===== config.mk =====
export PLATFORM = sky130hd
export DESIGN_NAME = mem_port_arbiter
export DESIGN_NICKNAME = d
export VERILOG_FILES = /design/src/rtl/mem_port_arbiter.sv
export SDC_FILE = /design/constraint.sdc
export NUM_CORES = 1
export LEC_CHECK = 0
export BUFFER_PORTS_ARGS = -buffer_cell sky130_fd_sc_hd__buf_2
export CELL_PAD_IN_SITES_DETAIL_PLACEMENT = 0
export CELL_PAD_IN_SITES_GLOBAL_PLACEMENT = 1
export CORE_AREA = 2 2 158 160
export DETAILED_ROUTE_END_ITERATION = 16
export DIE_AREA = 0 0 160 162
export PLACE_DENSITY_LB_ADDON = 0.1
export SYNTH_ARGS = -nofsm -noshare
export SYNTH_HDL_FRONTEND = slang
export SYNTH_SLANG_ARGS = --single-unit
export TNS_END_PERCENT = 1

===== constraint.sdc =====
create_clock -name clk -period 1.75 [get_ports clk]
set_input_delay 0.35 -clock clk [delete_from_list [all_inputs] [get_ports clk]]
set_output_delay 0.35 -clock clk [all_outputs]
set_load 0.005 [all_outputs]

===== src/rtl/mem_port_arbiter.sv =====
// Single-port memory arbiter: one transaction at a time among 2**N requesters.
// Define ARB_ROUND_ROBIN_EN for rotating priority; otherwise highest index wins.
module mem_port_arbiter #(
    parameter int N  = 2,
    parameter int AW = 32,
    parameter int DW = 32
) (
    input  logic                 clk,
    input  logic                 rstn,
    input  logic [2**N-1:0]      req,
    input  logic [2**N-1:0]      req_we,
    input  logic [(2**N)*AW-1:0] req_addr,
    input  logic [(2**N)*DW-1:0] req_wdata,
    output logic [2**N-1:0]      done,
    output logic [DW-1:0]        rdata,
    output logic [N-1:0]         owner,
    output logic                 busy,
    output logic                 mem_valid,
    input  logic                 mem_ready,
    output logic                 mem_we,
    output logic [AW-1:0]        mem_addr,
    output logic [DW-1:0]        mem_wdata,
    input  logic [DW-1:0]        mem_rdata
);
    localparam int NR = 2**N;

    typedef enum logic [1:0] {IDLE, BUSY, DONE} state_t;
    state_t state_reg, state_next;

    logic [AW-1:0] addr_arr  [NR];
    logic [DW-1:0] wdata_arr [NR];
    logic [NR-1:0] owner_onehot;
    logic [N-1:0]  owner_reg;
    logic          mem_we_reg;
    logic [AW-1:0] mem_addr_reg;
    logic [DW-1:0] mem_wdata_reg;
    logic [DW-1:0] rdata_reg;
    logic [N-1:0]  win;
    logic          win_valid;
    logic          grant;

    generate
        for (genvar gi = 0; gi < NR; gi++) begin : g_req
            assign addr_arr[gi]     = req_addr[gi*AW +: AW];
            assign wdata_arr[gi]    = req_wdata[gi*DW +: DW];
            assign owner_onehot[gi] = (owner_reg == N'(gi));
        end
    endgenerate

`ifdef ARB_ROUND_ROBIN_EN
    logic [N-1:0] last_reg;
    logic [N-1:0] cand;

    // Scan from farthest to nearest so the requester right after last_reg wins.
    always_comb begin
        win       = '0;
        win_valid = 1'b0;
        cand      = '0;
        for (int off = NR; off >= 1; off--) begin
            cand = last_reg + N'(off);
            if (req[cand]) begin
                win       = cand;
                win_valid = 1'b1;
            end
        end
    end
`else
    // Ascending scan: the highest set index is assigned last and wins.
    always_comb begin
        win       = '0;
        win_valid = 1'b0;
        for (int i = 0; i < NR; i++) begin
            if (req[i]) begin
                win       = N'(i);
                win_valid = 1'b1;
            end
        end
    end
`endif

    assign grant = (state_reg == IDLE) && win_valid;

    always_ff @(posedge clk or negedge rstn) begin
        if (!rstn) state_reg <= IDLE;
        else       state_reg <= state_next;
    end

    always_comb begin
        state_next = state_reg;
        case (state_reg)
            IDLE:    if (win_valid) state_next = BUSY;
            BUSY:    if (mem_ready) state_next = DONE;
            DONE:    state_next = IDLE;
            default: state_next = IDLE;
        endcase
    end

    // Outputs decode only registered state, never req or mem_ready.
    always_comb begin
        mem_valid = 1'b0;
        busy      = 1'b0;
        done      = '0;
        case (state_reg)
            BUSY: begin
                mem_valid = 1'b1;
                busy      = 1'b1;
            end
            DONE: begin
                busy = 1'b1;
                done = owner_onehot;
            end
            default: ;
        endcase
    end

    always_ff @(posedge clk or negedge rstn) begin
        if (!rstn) begin
            owner_reg     <= '0;
            mem_we_reg    <= 1'b0;
            mem_addr_reg  <= '0;
            mem_wdata_reg <= '0;
            rdata_reg     <= '0;
`ifdef ARB_ROUND_ROBIN_EN
            last_reg      <= '1;
`endif
        end else begin
            if (grant) begin
                owner_reg     <= win;
                mem_we_reg    <= req_we[win];
                mem_addr_reg  <= addr_arr[win];
                mem_wdata_reg <= wdata_arr[win];
`ifdef ARB_ROUND_ROBIN_EN
                last_reg      <= win;
`endif
            end
            if (state_reg == BUSY && mem_ready) begin
                rdata_reg <= mem_rdata;
            end
        end
    end

    assign owner     = owner_reg;
    assign mem_we    = mem_we_reg;
    assign mem_addr  = mem_addr_reg;
    assign mem_wdata = mem_wdata_reg;
    assign rdata     = rdata_reg;

endmodule


; ---- Word-level counts from Yosys, hierarchy flattened
; Cells that the tools add are included.
[op_classes]
n_mux = 21
magnitude_cmp = 2
n_reduce_logical = 6
n_eq_ne = 7
n_bitwise = 1
[ops]
columns = cell, count
row1 = binary-select mux 32 bit (select 2 bit), 2
row2 = two-way mux 32 bit, 4
row3 = two-way mux 1 bit, 8
row4 = two-way mux 2 bit, 4
row5 = "equality test 2 bit, second input constant", 3
row6 = "equality test 2 x 1 -> 1 bit, second input constant", 2
row7 = logical NOT 2 bit, 2
row8 = two-way mux 4 bit, 1
row9 = "inequality test 2 bit, second input constant", 2
row10 = one-hot mux 2 bit (2 select lines), 1
row11 = ">= comparator 3 bit, second input constant", 1
row12 = "less-than comparator 2 x 3 -> 1 bit, second input constant", 1
row13 = NOT 2 -> 3 bit, 1
row14 = binary-select mux 1 bit (select 2 bit), 1
row15 = logical AND 1 bit, 2
row16 = AND reduction 2 bit, 1
row17 = OR reduction 2 bit, 1
[totals]
in_bits = 299
reg_bits = 101
out_inout_bits = 105
word_cells = 43

; ---- Depth between registers and ports, before layout
[logic_depth]
ltp_word = 7
depth_mapped = 7
mapped_depth_nobuf = 5

; ---- Worst setup path after synthesis
; OpenSTA, ideal clock, no wires.
[synth_timing]
path_type = reg-to-reg
startpoint = reg state_reg[1]
endpoint = reg rdata_reg[10] (netlist: rdata[10])
setup_time_ns = 0.125
arrival_time_ns = 1.460
t_required_ns = 1.625
slack_ns = 0.165
path_buffers = 1
path_stages_with_launch = 6
synth_period_minus_slack_ns = 1.585
path_cell_list = dfrtp_1 > inv_1 > ha_1 > nand2_1 > buf_1 > mux2_2
[synth_between]
elab_chain_len = 2
[synth_lines]
columns = element, line
row1 = "start, declared", 28  ; state_t state_reg, state_next;
row2 = "start signal, assigned", 85  ; else state_reg <= state_next;
row3 = equality test 2 x 1 -> 1 bit, 136  ; if (state_reg == BUSY && mem_ready) begin
row4 = logical AND 1 bit, 136
row5 = "end signal, assigned", 137  ; rdata_reg <= mem_rdata;
row6 = "end, declared", 37  ; logic [DW-1:0] rdata_reg;
; No other way between the ends.
; A chain may end at the register's enable or synchronous reset.

; ---- Worst setup path after layout
[layout_timing]
startpoint = reg state_reg[0]
endpoint = out done[1]
[layout_between]
elab_chain_len = 2
[layout_lines]
columns = element, line
row1 = equality test 2 bit, 103  ; case (state_reg)
row2 = two-way mux 4 bit, 103
row3 = "end, declared", 14  ; output logic [2**N-1:0] done,
; No other way between the ends.

==> metrics <==
std cell rows=57; largest net degree at the start of global routing=109; drt pass-1 iters=4; clk_lat worst skew=0.36 ns; Routed Antenna Nets=0; I/O pin count=404; Tot GR Track Use=17.4%; TritonCTS Sinks=101; die area=25,900 um2; Post-Route WL=23.3 mm; Worst-Margin Slew=0.558 ns; skew final=0.0141 ns; Final Hold Fails=0; core area=24,100 um2; share of the yosys chip area belonging to registers=43.5%; Initial DRC Count=257; TritonCTS buffer count=9; CTS tree=yes; Tot Pwr=0.0111 W; CTS Root Cell=clkbuf_16; worst vdd ir=452 uV; Residual DRC=0; Leakage Power=4.53 nW; Max Freq=594 MHz; DIE HEIGHT=162 um; placed instance area=8330 um2; setup bufs post-CTS=0; dpl cells=1,307; Hold Path Class=primary input to flop; first-pass GRT wire length=34.4 mm; GPL Wtd Cong=0.793; CP startpoint kind=flop; Distinct cells, synth=27; mapped cell area=5810 um2; Worst Path Required=1.40 ns; power per cell area=1280 nW/um2; Setup Crit Path Kind=flop to primary output; share of cells above drive strength 1=55.4%; final core utilization=36.0%; Area Overhead vs Synth=49.3%; unrepaired setup endpoints after global routing=yes; hold_ws=0.214 ns; final setup fails=0; hpwl dp=18.4 mm; Max FO, Critical Path=4; initial antenna violation count=5; GRT overflow=0; WP data arrival=1.33 ns; PortBufs=403; clk buf depth=2; count of final max-slew check failures=0; yosys warns=0; Synth Net Count=905; syn avg cell area=9.63 um2; via count=5,896; CP Capture Type=primary output; Tmin final=1.68 ns; Layout Nets=1,297; reported max-cap violation count=0; crit share post-route=96.2%; Final Non-Filler Cells=1,326; Rel. slew slack=62.8%; vias in the first global route=6,079; post-synthesis sequential element count=101; # H-tree levels=3; Initial Utilization=24.1%; drt via density=4.45; Avg WL per Cell=17.6 um; Worst-path clk slew=0.09 ns; Syn Inst Count=603; status=complete, no violations; die width=160 um; Final Cell Area=8670 um2
[metrics by stage]
step                TNS [ns]  setup slack, ns
floorplan                  0            0.165
global placement           0           0.0590
detailed placement         0           0.0939
CTS                        0           0.0205
global route        -0.00583         -0.00583
finish                     0           0.0670
[cell usage in the layout (no fill, tap or decap), types with 3 or more instances in the layout]
cell type and count:
a21oi_1 3, mux2_2 32, mux2i_1 65, o21ai_1 27, buf_4 23, buf_12 12, o21ai_0 39, clkinv_8 3
clkbuf_16 9, dfrtp_1 101, o221a_2 65, buf_2 399, nand2_1 198
[synthesized netlist by cell type]
cell type  count  share of area, %
dfrtp_1      101                44
or2_1          1              0.11
nor4_1         1              0.11
clkbuf_1      26               1.7
buf_1          3              0.19
o41ai_4        1              0.47
mux2_2        32               6.2
inv_1          3              0.19
o22ai_1        1              0.11
and3b_1        1              0.15
a22o_1         1              0.15
o221a_2       65                13
nand2_1      198                13
a21boi_0       1              0.13
a21oi_1        3              0.26
buf_4         12               1.6
nor3b_1        1              0.13
ha_1           3              0.65
o21ba_2        1              0.17
mux2i_1       65                11
o21ai_1       27               2.3
nor2_1         1             0.065
o21ai_0       39               3.4
nor2b_1        1              0.11
and3_1         1              0.11
buf_6          4              0.78
buf_2         10              0.86
[critical path, stage by stage, from the launching register on]
cell     delay [ns]
dfrtp_1        0.40
inv_2          0.08
ha_2           0.19
and3b_1        0.20
buf_6          0.12
[where the power goes]
group          internal, W  switching, W  leakage, nW
clock              0.00102       0.00107        0.149
sequential         0.00348      0.000578         1.23
combinational      0.00251       0.00244         3.14
total              0.00702       0.00409         4.53
[metal layers]
metal | share of wire, % | track usage (%) | wire length (um)
met1 | 41 | 20.3 | 9590
met2 | 50 | 31.1 | 11600
met3 | 7.0 | 4.72 | 1630
met4 | 1.6 | 5.36 | 383
met5 | 0.20 | 0 | 46
[layout make-up]
class                   count  area [um2]
repair buffers            436        2430
multi-input cells         444        2980
clock inverters             7        83.8
flip-flops and latches    101        2530
well taps                 324         405
clock buffers               9         225
fillers                  2622       15400
diodes                      2        5.00
inverters                   3        11.3
[final timing paths]
kind	slack [ns]	start	end	cells past startpoint
setup / recovery	0.07	state_reg[0]	done[1]	4
hold / removal	0.21	mem_rdata[6]	rdata[6]	2
setup reg to reg	0.14	state_reg[1]	mem_addr[11]	7
hold reg to reg	0.48	mem_wdata[10]	mem_wdata[10]	2
max in group asynchronous	0.73	rstn	mem_addr[28]	3
min in group asynchronous	0.46	rstn	mem_wdata[29]	2
[cell families after synthesis]
logic type | Yosys count | synth area share, %
buf+inv | 58 | 5.26
simple gates | 205 | 13.6
fa+ha+maj | 3 | 0.646
flops | 101 | 43.5
mux | 97 | 17.4
compound gates | 139 | 19.6
[timing repair]
item / in CTS / in global routing
endpoints found under the setup margin: 2 / 2
hold buffers: 1 / 0
hold endpoints to repair: 19 / 0
resized for setup: 3 / 1
Note: power is estimated with default switching activity, not from simulation.
